==> src/rtl/ps2_key_ctrl.sv <==
`default_nettype none
// ============================================================================
//  Module   : ps2_key_ctrl
//  Purpose  : Sequencer between the PS/2 byte receiver and the scancode
//             decoder. Parses set-2 make / F0 break / E0 extended sequences,
//             filters typematic repeats and controller status bytes, and
//             emits one write pulse plus scancode per accepted key press.
//  Revision : 1.0  initial release
// ============================================================================
module ps2_key_ctrl #(
  parameter int TIMEOUT_CYC = 1000000,  // cycles a prefix state waits before abort
  parameter int CNT_W       = 20,       // timeout counter width, holds TIMEOUT_CYC-1
  parameter bit REPEAT_EN   = 1'b0      // 1 = pass typematic repeats of the held key
) (
  input  logic       clk,
  input  logic       rst,        // asynchronous, active-low
  input  logic       rx_valid,
  input  logic [7:0] rx_data,
  input  logic       rx_err,
  output logic       write,
  output logic [7:0] data,
  output logic       key_held,
  output logic       sync_err
);

  // Byte values with protocol meaning
  localparam logic [7:0] C_BREAK  = 8'hF0;
  localparam logic [7:0] C_EXT    = 8'hE0;
  localparam logic [CNT_W-1:0] C_CNT_LAST = CNT_W'(TIMEOUT_CYC - 1);
  localparam logic [CNT_W-1:0] C_CNT_ONE  = CNT_W'(1);

  typedef enum logic [1:0] {
    ST_IDLE      = 2'd0,
    ST_BREAK     = 2'd1,
    ST_EXT       = 2'd2,
    ST_EXT_BREAK = 2'd3
  } state_t;

  state_t           state_q, state_d;
  logic [CNT_W-1:0] cnt_q, cnt_d;
  logic [7:0]       last_code_q, last_code_d;
  logic             key_held_q, key_held_d;
  logic             write_q, write_d;
  logic [7:0]       data_q, data_d;
  logic             sync_err_q, sync_err_d;

  logic             repeat_hit;
  logic             timeout_hit;

  // Pause prefix, BAT result, ack, resend, echo and overrun bytes never
  // reach the decoder; they are dropped while idle.
  function automatic logic is_status(input logic [7:0] b);
    logic r;
    r = 1'b0;
    case (b)
      8'hE1, 8'hAA, 8'hFA, 8'hFE, 8'hEE, 8'h00, 8'hFF: r = 1'b1;
      default: r = 1'b0;
    endcase
    return r;
  endfunction

  // Typematic repeat detection: only meaningful when repeats are suppressed.
  generate
    if (REPEAT_EN) begin : g_repeat_pass
      assign repeat_hit = 1'b0;
    end else begin : g_repeat_block
      assign repeat_hit = key_held_q && (rx_data == last_code_q);
    end
  endgenerate

  // A prefix state has waited its full budget with no byte arriving.
  assign timeout_hit = (state_q != ST_IDLE) && (cnt_q == C_CNT_LAST);

  // Next-state and output decode; priority is rx_err, then rx_valid, then timeout.
  always_comb begin
    state_d     = state_q;
    cnt_d       = cnt_q;
    last_code_d = last_code_q;
    key_held_d  = key_held_q;
    write_d     = 1'b0;
    data_d      = data_q;
    sync_err_d  = 1'b0;

    if (rx_err) begin
      // A corrupted byte may have been part of a sequence; restart parsing.
      state_d    = ST_IDLE;
      cnt_d      = '0;
      sync_err_d = 1'b1;
    end else if (rx_valid) begin
      cnt_d = '0;
      case (state_q)
        ST_IDLE: begin
          if (rx_data == C_BREAK) begin
            state_d = ST_BREAK;
          end else if (rx_data == C_EXT) begin
            state_d = ST_EXT;
          end else if (is_status(rx_data)) begin
            state_d = ST_IDLE;
          end else if (!repeat_hit) begin
            write_d     = 1'b1;
            data_d      = rx_data;
            last_code_d = rx_data;
            key_held_d  = 1'b1;
          end
        end
        ST_BREAK: begin
          // Releasing an older key while a newer one is held keeps key_held set.
          if (rx_data == last_code_q) begin
            key_held_d = 1'b0;
          end
          state_d = ST_IDLE;
        end
        ST_EXT: begin
          // The decoder has no extended map, so extended makes are dropped.
          if (rx_data == C_BREAK) begin
            state_d = ST_EXT_BREAK;
          end else begin
            state_d = ST_IDLE;
          end
        end
        ST_EXT_BREAK: begin
          state_d = ST_IDLE;
        end
        default: begin
          state_d = ST_IDLE;
        end
      endcase
    end else if (state_q == ST_IDLE) begin
      cnt_d = '0;
    end else if (timeout_hit) begin
      state_d    = ST_IDLE;
      cnt_d      = '0;
      sync_err_d = 1'b1;
    end else begin
      cnt_d = cnt_q + C_CNT_ONE;
    end
  end

  // State, bookkeeping and registered outputs.
  always_ff @(posedge clk or negedge rst) begin
    if (!rst) begin
      state_q     <= ST_IDLE;
      cnt_q       <= '0;
      last_code_q <= 8'h00;
      key_held_q  <= 1'b0;
      write_q     <= 1'b0;
      data_q      <= 8'h00;
      sync_err_q  <= 1'b0;
    end else begin
      state_q     <= state_d;
      cnt_q       <= cnt_d;
      last_code_q <= last_code_d;
      key_held_q  <= key_held_d;
      write_q     <= write_d;
      data_q      <= data_d;
      sync_err_q  <= sync_err_d;
    end
  end

  assign write    = write_q;
  assign data     = data_q;
  assign key_held = key_held_q;
  assign sync_err = sync_err_q;

endmodule
`default_nettype wire

==> config.mk <==
export PLATFORM = sky130hd
export DESIGN_NAME = ps2_key_ctrl
export DESIGN_NICKNAME = d
export VERILOG_FILES = /design/src/rtl/ps2_key_ctrl.sv
export SDC_FILE = /design/constraint.sdc
export NUM_CORES = 1
export LEC_CHECK = 0
export ABC_AREA = 1
export CAP_MARGIN = 20
export CORE_ASPECT_RATIO = 1.2
export CORE_MARGIN = 2
export CORE_UTILIZATION = 56
export DETAILED_ROUTE_END_ITERATION = 10
export GPL_ROUTABILITY_DRIVEN = 1
export GPL_TIMING_DRIVEN = 0
export PLACE_DENSITY = 0.8
export SETUP_SLACK_MARGIN = 0.05
export SLEW_MARGIN = 40
export SYNTH_ARGS = -nofsm -noshare
export SYNTH_HDL_FRONTEND = slang
export SYNTH_SLANG_ARGS = --single-unit
==> constraint.sdc <==
create_clock -name clk -period 1.8 [get_ports clk]
set_clock_uncertainty 0.2 [all_clocks]
set_input_delay 0.36 -clock clk [delete_from_list [all_inputs] [get_ports clk]]
set_output_delay 0.36 -clock clk [all_outputs]
set_load 0.1 [all_outputs]
# Yosys cells after proc, flatten, opt, wreduce, memory -nomap -nowiden
# Index checks and enable logic that the tools add are counted.
[word_totals]
elab_cells = 80
output_inout_bits = 11
regBits = 33
inputBits = 12
[op_classes]
n_bitwise = 5
reduce_logical = 12
muxes = 36
n_addsub = 1
n_eq_ne = 20
[op_table]
columns = ["op", "n"]
rows = [
  ["20-bit two-way mux", 4],
  ["8-bit == test (second input constant)", 8],
  ["1-bit two-way mux", 22],
  ["20-bit by 1-bit adder with 20-bit output (second input constant)", 1],
  ["20-bit == test (second input constant)", 1],
  ["2-bit two-way mux", 8],
  ["2-bit inequality test (second input constant)", 5],
  ["8-bit == test", 1],
  ["8-bit logical NOT", 1],
  ["8-bit AND reduction", 1],
  ["7-bit AND reduction", 1],
  ["7-bit OR reduction", 1],
  ["2-bit case mux with 3 select lines", 1],
  ["5-bit inequality test (second input constant)", 1],
  ["1-bit NOT", 5],
  ["2-bit == test (second input constant)", 2],
  ["2-bit nonzero test", 2],
  ["3-bit inequality test (second input constant)", 1],
  ["3-bit AND reduction", 1],
  ["3-bit nonzero test", 1],
  ["2-bit by 1-bit == test with 1-bit output (second input constant)", 1],
  ["1-bit logical AND", 2],
  ["2-bit logical NOT", 1],
  ["1-bit case mux with 2 select lines", 1],
  ["2-bit OR reduction", 1],
]

# Depth between registers and ports, before layout
# Gate-level depths: netlist (run 1).
[depth]
word_depth = 14
mapped_depth = 11

# Least setup slack after synthesis (run 1)
# OpenSTA, ideal clock, no wires.
[synth_timing]
path_kind = "register to register"
startpoint = "register, netlist name data[5]"
endpoint = "register data_q[0], in the netlist data[0]"
t_required_ps = 1475
n_path_buf = 0
path_slack_ps = -336
setup_ps = 125
period_less_slack_ps = 2136
stages_incl_launch_ff = 12
arrival_ps = 1811
path_cell_list = "dfrtp_1 > inv_1 > nand2_1 > nand2_1 > nor2_1 > nand2_1 > nor2_2 > nand2_1 > nand2_4 > nor2_8 > nand2_1 > nand2_1"
[synth_rtl]
columns = ["item", "line", "rtl"]
rows = [
  ["end signal: assignment", "155", "data_q <= data_d;"],
  ["end: declaration", "44", "logic [7:0] data_q, data_d;"],
]

# Final worst setup path (run 1)
[layout_timing]
startpoint = "register data_q[5], in the netlist data[5]"
endpoint = "output data[5]"
[layout_rtl]
columns = ["item", "line", "rtl"]
rows = [
  ["end: declaration", "21", "output logic [7:0] data,"],
]
# No word-level cell between the ends.

==> impl_metrics.ini, run 1 <==
[synth]
synth_common_cells = nand2_1 (94), inv_1 (41), nor2_1 (38)
synthCells = 286
ys.flop_type = dfrtp_1
synth_nets = 299
synth_top_area_cell = dfrtp_1
synth-edff-count = 0
ys_seq_area_share_pct = 40.8
synthTopCellsByArea = dfrtp_1 (41%), nand2_1 (17%), inv_1 (7.6%)
ys_seq_elements = 33
syn_avg_cell_area_um2 = 7.07
ys_warn_count = 0
synth_cell_types = 33
syn-cell-area_um2 = 2020
yosys.cell_count.top_type = nand2_1
synthArstFlopShare_pct = 100
synth_top_cell_area_share_pct = 40.8

[timing]
setup_ws_ns = 0.0869
slew_viol_final = 0
holdWs_ns = 0.136
setup_tns_ns = 0
period_share_pct = 95.2
slew_headroom_pct = 67.8
finalSetupViolations = 0
hold_viol_final = 0
rsz0062_at_grt = true
tightest_slew_ns = 0.486
final.min_clock_period_ns = 1.71
max_freq_ghz = 0.584

[clocking]
clock-sinks = 33
cts_root_buffer = clkbuf_8
insertion_delay_ns = 0.29
cts_tree = built
cts_buffers = 5
cts_max_path_buffers = 2
htree_levels = 2
cts.reportedPaths.clkPinSlew_ns = 0.07

[worst_setup_path]
crit_path_start_kind = flip-flop
required_ns = 1.24
worstSetupPathType = flip-flop to output pin
arrival_ns = 1.15
cp_top_family = flip-flops
critPathCaptureType = output pin
worst_path_max_delay_cell = dfrtp_4
max_stage_delay_ns = 0.43
r2r_slack_ns = 0.10
path_max_fanout = 4
rr_worst_depth = 10
cp_num_buf_inv = 1
worst-path-stages = 1
path_cells = buf_2

[die]
die-area_um2 = 4110
fp.dieH_um = 69.8
rows = 23
core_um2 = 3400
die_w_um = 58.9
start_util_pct = 59.6
ios = 23

[run_status]
outcome = finished, violations left
violations = DRC

[routing]
drt-total-wl_mm = 4.65
route.vias.total = 1935
drc_errors = 2
wl_per_cell_um = 12.6
first_pass_iters = 7
drt-vias-per-instance = 5.24
drt_iter0_drc = 95
antenna_left = 0

[place]
dp_hpwl_mm = 3.09
place.detailed.instances = 346
portBuffers = 22
dpl_cell_area_um2 = 2290
pre_cts_ws_ns = -0.444
routabilityCongestion = 0.827

[layout]
num-fill-cells = 270
drive_gt1_share_pct = 26.2
register_area_um2 = 858
diodes = 0
syn_to_final_growth_pct = 28.9
final_area_um2 = 2610
multi_input_area_um2 = 1170
nets = 344
stdcell_count = 369

[pwr]
leakage_nw = 1.27
irDropWorstVdd_mv = 0.485
powerDensity_nw_per_um2 = 686

[global_routing]
grt_overflow = 0
grt_start_max_net_pins = 22
first_global_vias = 1855
grt_pass1_wl_mm = 7.73
antenna_found_initial = 0
grtUsageTotal_pct = 24.4

[hold_path]
hold-path-cell-count = 3
hold_class = primary input to flip-flop

[job]
cap_violations = 0
placed cells by master (no fill, tap or decap), types with 3 or more instances in the layout:
| cell | count |
|---|---|
| o21ai_1 | 5 |
| o21ai_0 | 7 |
| nor2_2 | 3 |
| nand3_4 | 5 |
| buf_2 | 13 |
| buf_4 | 10 |
| dlygate4sd2_1 | 3 |
| nor3_1 | 13 |
| nand2_2 | 9 |
| nor3_2 | 3 |
| clkbuf_8 | 5 |
| dfrtp_4 | 8 |
| nor2_4 | 7 |
| dfrtp_1 | 23 |
| nand2_1 | 87 |
| nand3_1 | 7 |
| xnor2_1 | 3 |
| a21oi_1 | 5 |
| clkdlybuf4s15_1 | 3 |
| inv_1 | 38 |
| nor2_1 | 34 |
| inv_2 | 6 |
cell type report:
class,count,share of cell area (%)
buffer,2,0.767
clock buffer,6,2.78
clock inverter,2,0.384
inverter,44,6.33
multi-input combinational,210,44.7
sequential,33,32.9
tap,37,1.77
timing repair buffer,35,10.4
kinds of logic after synthesis:
group | count (synthesis) | synth area share (%)
simple gates | 179 | 41.6
buf+inv | 46 | 8.78
flops | 33 | 40.8
compound gates | 22 | 6.00
xor+xnor | 5 | 2.16
fa+ha+maj | 1 | 0.618
state kept, by name, indices dropped and copies added, names as in the netlist:
name / cells
cnt_q: 20
write: 1
sync_err: 1
data: 8
key_held: 1
state_q: 2
routing by layer:
metal	part of all wire, %	track usage [%]	wire, um	vias to the layer above
met1	42	27.5	1940	909
met2	52	41.0	2400	32
met4	3.3	13.1	151	0
met5	0	0	0	-
li1	-	-	-	979
met3	3.4	5.97	160	15
report_power, final:
| part | internal [mW] | switching (mW) | leakage [nW] |
|---|---|---|---|
| Clock | 0.268 | 0.269 | 0.0450 |
| Sequential | 0.787 | 0.0268 | 0.428 |
| Combinational | 0.0932 | 0.345 | 0.801 |
per-stage QoR:
| stage | util (%) | power, mW |
|---|---|---|
| after floorplan | - | 1.14 |
| final | 76.8 | 1.79 |
| after detailed placement | 67.4 | 1.25 |
| after global placement | 68.3 | 1.27 |
| after CTS | 73.3 | 1.79 |
| after global routing | 76.8 | 1.87 |
final timing paths:
check / startpoint / to
min in group asynchronous: rst / cnt_q[0]
hold reg to reg: data[3] / data[3]
setup reg to reg: data[6] / data[7]
max in group asynchronous: rst / data[4]
setup / recovery: data[5] / data[5]
hold / removal: rx_data[6] / data[6]
timing repair:
item	4_1_cts	5_1_grt
cloned	3	0
setup buffers	8	3
setup endpoints to repair	24	28
pin swaps	6	13
hold buffers	1	0
endpoints found under the hold margin	12	0
resized for setup	16	37
(Power assumes the default switching activity.)
==> run 2, diff against run 1 <==
--- a/constraint.sdc
+++ b/constraint.sdc
@@ -3,3 +3,3 @@
 set_input_delay 0.36 -clock clk [delete_from_list [all_inputs] [get_ports clk]]
 set_output_delay 0.36 -clock clk [all_outputs]
-set_load 0.1 [all_outputs]
+set_load 0.01 [all_outputs]
==> impl_metrics.ini, run 2 (synthesis results as in run 1) <==
[pwr]
power.share.switching_pct = 27.7
p_int_mw = 1.13
leakage_nw = 1.31
p_switching_mw = 0.435
clockPowerShare_pct = 32.7
powerDensity_nw_per_um2 = 603
irDropWorstVdd_mv = 0.659
p_seq_share_pct = 50.8
combPwrFrac_pct = 16.5

[place]
dpl_cell_area_um2 = 2310
dp_hpwl_mm = 3.16
portBuffers = 22
routabilityCongestion = 0.855
place.detailed.instances = 346

[global_routing]
grt_overflow = 0
antenna_found_initial = 0
first_global_vias = 1830
grt_pass1_wl_mm = 7.96
grt_start_max_net_pins = 26
grtUsageTotal_pct = 25.0

[clocking]
insertion_delay_ns = 0.28
htree_levels = 2
cts.reportedPaths.clkPinSlew_ns = 0.07
cts_tree = built
clock-sinks = 33
cts_buffers = 5
cts_max_path_buffers = 2
cts_root_buffer = clkbuf_8

[layout]
largest_reg_flops = 20
diodes = 0
stdcell_count = 368
largest-register = cnt_q
syn_to_final_growth_pct = 28.3
nets = 345
final_area_um2 = 2600
drive_gt1_share_pct = 19.3
final_common_cell = nand2_1
final_cell_mix = nand2_1 (89), inv_1 (40), nor2_1 (33), dfrtp_1 (33), nor3_1 (13)

[hold_path]
hold_class = primary input to flip-flop

[die]
die-area_um2 = 4110
fp.dieH_um = 69.8
core_um2 = 3400
start_util_pct = 59.6
ios = 23
rows = 23
die_w_um = 58.9

[run_status]
outcome = finished, violations left
violations = DRC

[routing]
antenna_left = 0
route.vias.total = 1951
drt-total-wl_mm = 4.76
first_pass_iters = 7
drt_iter0_drc = 115
drt-vias-per-instance = 5.30
drc_errors = 3
wl_per_cell_um = 12.9

[worst_setup_path]
arrival_ns = 1.74
required_ns = 1.77
crit_path_start_kind = flip-flop
path_max_fanout = 4
worstSetupPathType = flip-flop to flip-flop
critPathCaptureType = flip-flop

[timing]
rsz0062_at_grt = true
finalSetupViolations = 0
max_freq_ghz = 0.565
slew_viol_final = 0
tightest_slew_ns = 0.397
hold_viol_final = 0
period_share_pct = 98.3
final.min_clock_period_ns = 1.77
slew_headroom_pct = 73.3

[job]
cap_violations = 0
==> run 2: cell count changes in the layout (fill, tap and decap cells not counted), sizes merged <==
cell | previous run | this run
clkdlybuf4s50 | 2 | 4
clkinv | 2 | 1
clkbuf | 8 | 9
dlygate4sd2 | 3 | 10
clkdlybuf4s15 | 3 | 2
dlymetal6s2s | 0 | 1
buf | 26 | 16
==> run 2: repair_timing <==
action	CTS	global route
setup endpoints to repair	33	31
resized for setup	25	31
endpoints found under the hold margin	8	0
buffers inserted	8	4
gates cloned	3	0
pin swaps	11	16
hold buffers	1	0
==> run 2: power by group through the flow <==
stage / logic (mW) / clock network (mW) / registers, mW
floorplan: 0.105 / 0 / 0.820
global placement: 0.242 / 0 / 0.810
detailed placement: 0.253 / 0 / 0.811
CTS: 0.244 / 0.520 / 0.796
global route: 0.288 / 0.546 / 0.801
finish: 0.259 / 0.512 / 0.795
==> run 2: stage by stage <==
step	setup slack (ns)	setup TNS [ns]	hold WS (ns)	power, mW	util (%)
5_1_grt	-0.0552	-0.0580	0.153	1.63	76.5
2_1_floorplan	0.143	0	-0.136	0.925	-
3_3_place_gp	-0.492	-21.61	0.241	1.05	67.4
4_1_cts	0.0417	0	0.286	1.56	73.7
6_report	0.0298	0	0.137	1.57	76.5
3_5_place_dp	-0.437	-5.96	0.0516	1.06	68.1
==> run 2: cell type report <==
class,count,area (um2)
flip-flops and latches,33,826
clock inverters,1,5.00
well taps,37,46.3
multi-input cells,210,1150
fillers,272,800
repair buffers,36,317
plain buffers,2,16.3
inverters,44,165
clock buffers,5,68.8
==> run 2: path summary, 6_finish.rpt <==
| kind | startpoint | to | slack, ns | depth (start not counted) |
|---|---|---|---|---|
| max | cnt_q[1] | cnt_q[16] | 0.03 | 9 |
| min | rx_data[0] | data[0] | 0.14 | 3 |
| max reg2reg | cnt_q[1] | cnt_q[16] | 0.03 | 9 |
| min reg2reg | data[3] | data[3] | 0.33 | 2 |
| max in group asynchronous | rst | cnt_q[10] | 0.71 | 3 |
| min in group asynchronous | rst | data[3] | 0.27 | 2 |
==> run 2: worst max-delay path, cell delays in order (launching register included) <==
cell and delay [ns]:
dfrtp_1 0.39, ha_4 0.17, nand3_4 0.09, nor2_4 0.14
nand2_2 0.10, nor2_4 0.13, buf_4 0.13, nand2_1 0.06
nor3_1 0.17, nor3_1 0.08
==> run 2: layer usage <==
layer | vias up | part of all wire [%] | track usage (%)
met1 | 898 | 39 | 30.1
met4 | 0 | 3.3 | 10.6
met5 | - | 0 | 0
li1 | 982 | - | -
met3 | 17 | 4.3 | 5.04
met2 | 54 | 53 | 42.1
==> RTL change 1: new RTL, flow settings as in run 2 <==
The parameter `REPEAT_EN` goes from 1'b0 to 1'b1.
--- a/src/rtl/ps2_key_ctrl.sv
+++ b/src/rtl/ps2_key_ctrl.sv
@@ -10,7 +10,7 @@
 module ps2_key_ctrl #(
   parameter int TIMEOUT_CYC = 1000000,  // cycles a prefix state waits before abort
   parameter int CNT_W       = 20,       // timeout counter width, holds TIMEOUT_CYC-1
-  parameter bit REPEAT_EN   = 1'b0      // 1 = pass typematic repeats of the held key
+  parameter bit REPEAT_EN   = 1'b1      // 1 = pass typematic repeats of the held key
 ) (
   input  logic       clk,
   input  logic       rst,        // asynchronous, active-low
Formal check against the unedited RTL: not equivalent (a bounded check fails within 4 cycles, from zero or initial values and one cycle with rst low).
==> RTL change 1 against run 2 <==
  * Non-clock buffer count is 6 lower
  * Design area is 4.3% lower
  * Critical path depth fell by 8
  * Routed wire length is 12% lower
  * Synthesized area is 1.4% lower
  * Worst setup slack improved by 0.062 ns
  * Maximum frequency up 3.6%
  * Clock power rose by 4%
  * Sequential share of layout area rose by 1.4 points
  * Sequential cell count did not move
  * Hold slack gained 0.071 ns
  * Power rose by 0.12%
  * Critical path type is now flip-flop to output port
  * Largest cell class unchanged
  * Largest power group unchanged
  * Highest routed layer unchanged
==> RTL change 1: results <==
{
  "cp.arrival_ns": 1.15,
  "final_cell_count_no_fill": 342,
  "dpl-instance-area_um2": 2270,
  "outcome": "complete, no violations",
  "io_buffers": 21,
  "gr-usage-met2": 0.385,
  "drt-met1-wl_mm": 1.76,
  "yosys-top-cells-count": "72 x nand2_1, 40 x nor2_1, 33 x dfrtp_1",
  "ys_types": 27,
  "synthCells": 268,
  "cellLeakagePower_nw": 1.19,
  "wl_met2_mm": 2.12,
  "vdd_drop_max_mv": 0.699,
  "dr.first_iter.drc_count": 94,
  "worst_hold_slack_ns": 0.208,
  "ys_seq_area_frac": 0.414,
  "cts-resized-gates": 18,
  "use_met3": 0.0690,
  "r2r_start": "cnt_q[0]",
  "worstPathMaxFanout": 1,
  "dpl.cell_count": 327,
  "grtUsageTotal": 0.233,
  "met1_usage": 0.277,
  "syn_nets": 281,
  "cpPeakStageDelay_ns": 0.53,
  "final_nets": 317,
  "dp_hpwl_mm": 3.01,
  "met3_length_um": 235
}
[RTL change 1: changes by cell type in the layout (fill, tap and decap cells not counted), sizes merged, moves of 2 or more]
cell / run 2 / this run
nor3b: 1 / 3
nand2: 98 / 78
dlygate4sd2: 10 / 12
nor2: 46 / 50
inv: 44 / 34
buf: 16 / 10
nor3: 16 / 11
nand4: 2 / 14
o21ai: 12 / 3
and2: 2 / 0
nand3: 14 / 18
xnor2: 3 / 7
xor2: 2 / 5
[RTL change 1: layout make-up]
class / count / area (µm²)
plain buffers: 3 / 20.0
clock buffers: 8 / 80.1
fillers: 260 / 883
inverters: 35 / 131
multi-input cells: 197 / 1100
flip-flops and latches: 33 / 826
well taps: 37 / 46.3
repair buffers: 29 / 282
[RTL change 1: how the worst max path moves through the flow]
stage,endpoint,depth (start not counted),start,slack [ns]
2_1_floorplan,cnt_q[5],7,cnt_q[0],0.15
3_3_place_gp,cnt_q[12],1,rst,-0.49
3_5_place_dp,data[6],10,rx_data[2],-0.43
4_1_cts,key_held,1,key_held,0.05
5_1_grt,cnt_q[19],9,cnt_q[0],-0.03
6_report,write,1,write,0.09
[RTL change 1: logic make-up (layout without fill, tap and decap cells)]
group,after synthesis,after routing,synth area share
buffers and inverters,38,75,0.0759
adder cells (fa/ha/maj),1,1,0.00627
flip-flops,33,33,0.414
AND/OR/NAND/NOR,174,174,0.424
XOR/XNOR,12,12,0.0527
AO/OA/AOI/OAI,10,10,0.0270
[RTL change 1: power by group through the flow]
| stage | registers [mW] | logic, mW | clock network [mW] |
|---|---|---|---|
| floorplan | 0.824 | 0.103 | 0 |
| global placement | 0.812 | 0.243 | 0 |
| detailed placement | 0.813 | 0.253 | 0 |
| CTS | 0.796 | 0.245 | 0.552 |
| global route | 0.800 | 0.274 | 0.578 |
| finish | 0.796 | 0.243 | 0.530 |
==> RTL change 2: new RTL, settings of run 2 <==
Without the edit above. Add an input register stage for `rx_valid`, `rx_data` and `rx_err`, without a reset; this delays them by one clock.
--- a/src/rtl/ps2_key_ctrl.sv
+++ b/src/rtl/ps2_key_ctrl.sv
@@ -36,6 +36,16 @@
     ST_EXT_BREAK = 2'd3
   } state_t;
 
+  logic rx_valid_q;
+  logic [7:0] rx_data_q;
+  logic rx_err_q;
+
+  always_ff @(posedge clk) begin
+    rx_valid_q <= rx_valid;
+    rx_data_q  <= rx_data;
+    rx_err_q   <= rx_err;
+  end
+
   state_t           state_q, state_d;
   logic [CNT_W-1:0] cnt_q, cnt_d;
   logic [7:0]       last_code_q, last_code_d;
@@ -64,7 +74,7 @@
     if (REPEAT_EN) begin : g_repeat_pass
       assign repeat_hit = 1'b0;
     end else begin : g_repeat_block
-      assign repeat_hit = key_held_q && (rx_data == last_code_q);
+      assign repeat_hit = key_held_q && (rx_data_q == last_code_q);
     end
   endgenerate
 
@@ -81,38 +91,38 @@
     data_d      = data_q;
     sync_err_d  = 1'b0;
 
-    if (rx_err) begin
+    if (rx_err_q) begin
       // A corrupted byte may have been part of a sequence; restart parsing.
       state_d    = ST_IDLE;
       cnt_d      = '0;
       sync_err_d = 1'b1;
-    end else if (rx_valid) begin
+    end else if (rx_valid_q) begin
       cnt_d = '0;
       case (state_q)
         ST_IDLE: begin
-          if (rx_data == C_BREAK) begin
+          if (rx_data_q == C_BREAK) begin
             state_d = ST_BREAK;
-          end else if (rx_data == C_EXT) begin
+          end else if (rx_data_q == C_EXT) begin
             state_d = ST_EXT;
-          end else if (is_status(rx_data)) begin
+          end else if (is_status(rx_data_q)) begin
             state_d = ST_IDLE;
           end else if (!repeat_hit) begin
             write_d     = 1'b1;
-            data_d      = rx_data;
-            last_code_d = rx_data;
+            data_d      = rx_data_q;
+            last_code_d = rx_data_q;
             key_held_d  = 1'b1;
           end
         end
         ST_BREAK: begin
           // Releasing an older key while a newer one is held keeps key_held set.
-          if (rx_data == last_code_q) begin
+          if (rx_data_q == last_code_q) begin
             key_held_d = 1'b0;
           end
           state_d = ST_IDLE;
         end
         ST_EXT: begin
           // The decoder has no extended map, so extended makes are dropped.
-          if (rx_data == C_BREAK) begin
+          if (rx_data_q == C_BREAK) begin
             state_d = ST_EXT_BREAK;
           end else begin
             state_d = ST_IDLE;
Check against the original RTL: not equivalent (Yosys sat finds a counterexample within 4 cycles, from zero or initial values and one cycle with rst low).
==> RTL change 2 against run 2 <==
  * Power rose by 34%
  * Worst setup slack better by 0.031 ns
  * Sequential cell count grew 10
  * Hold slack improved by 0.12 ns
  * First-iteration DRC count up 7.0%
  * Synthesized area rose by 4.5%
  * Routed wire length increased by 9.4%
  * Design area rose by 13%
  * Largest cell class unchanged
  * Largest power group unchanged
  * Highest routed layer unchanged
==> RTL change 2: results <==
{
  "clock_area_frac": 0.0385,
  "dr.pass1.iters": 4,
  "cts_max_path_buffers": 2,
  "synth_area_leaders": "dfrtp_1 39%, nand2_1 12%, dfxtp_1 9.5%",
  "drt-met1-wl_mm": 1.98,
  "grtUsageTotal": 0.237,
  "cpPeakStageDelay_ns": 0.48,
  "grt_pass1_wl_mm": 7.66,
  "syn_nets": 273,
  "dr.first_iter.drc_count": 123,
  "dp_hpwl_mm": 3.05,
  "nMultiInputCombCells": 184,
  "gr-usage-met2": 0.406,
  "worstRegToRegCells": 7,
  "diodes": 0,
  "drive_gt1_frac": 0.313,
  "met1_usage": 0.272,
  "grt_max_degree": 24,
  "gp_congestion": 0.900,
  "hold_buffers": 1,
  "num_vias": 1895,
  "cts-resized-gates": 24,
  "vdd_drop_max_mv": 1.14,
  "regArea_um2": 1050,
  "cp.arrival_ns": 1.72,
  "hold_path.class": "primary input to asynchronous set/reset pin",
  "insertion_delay_ns": 0.30,
  "wirelength_mm": 5.21,
  "worstReg2RegEnd": "cnt_q[17]",
  "yosys-top-cells-count": "65 x nand2_1, 39 x nor2_1, 33 x dfrtp_1",
  "wl_met2_mm": 2.86,
  "outcome": "complete, no violations",
  "layout.nonclk_buf_frac": 0.145,
  "clk_pin_slew_ns": 0.09,
  "synth_compound_area_frac": 0.0609,
  "drc": 0,
  "synth_xor_area_frac": 0.0580,
  "dp_slack_ns": -0.138,
  "slew_headroom": 0.798,
  "ys_seq_area_frac": 0.485,
  "fillers": 218,
  "buffers": 44,
  "inverters_excl_clock": 31,
  "multiInputGateArea_um2": 1150,
  "critPathLaunch": "cnt_q[3]",
  "worstPathMaxFanout": 6,
  "use_met3": 0.0523,
  "ys_types": 32
}
-- RTL change 2: cell count changes after synthesis, moves of 3 or more --
cell / before / now
inv_2: 3 / 7
o21ai_2: 0 / 6
xor2_1: 2 / 5
dfxtp_1: 0 / 10
xnor2_1: 3 / 9
o21ai_0: 12 / 3
nor3_1: 15 / 12
inv_1: 41 / 24
nand2_1: 94 / 65
o21ai_1: 0 / 3
-- RTL change 2: report_power, final --
part | switching (mW) | leakage [nW] | internal (mW) | total (mW)
Combinational | 0.148 | 0.704 | 0.139 | 0.287
Sequential | 0.0513 | 0.527 | 1.00 | 1.06
Clock | 0.346 | 0.0581 | 0.413 | 0.759
Total | 0.545 | 1.29 | 1.56 | 2.10
-- RTL change 2: metrics by stage --
step,utilization,instances,area [µm²],hold WS (ns)
finish,0.804,362,2920,0.261
global route,0.804,362,2920,0.288
CTS,0.723,349,2630,0.266
detailed placement,0.667,335,2420,0.0622
global placement,0.660,334,2400,0.250
floorplan,-,260,2110,-0.136
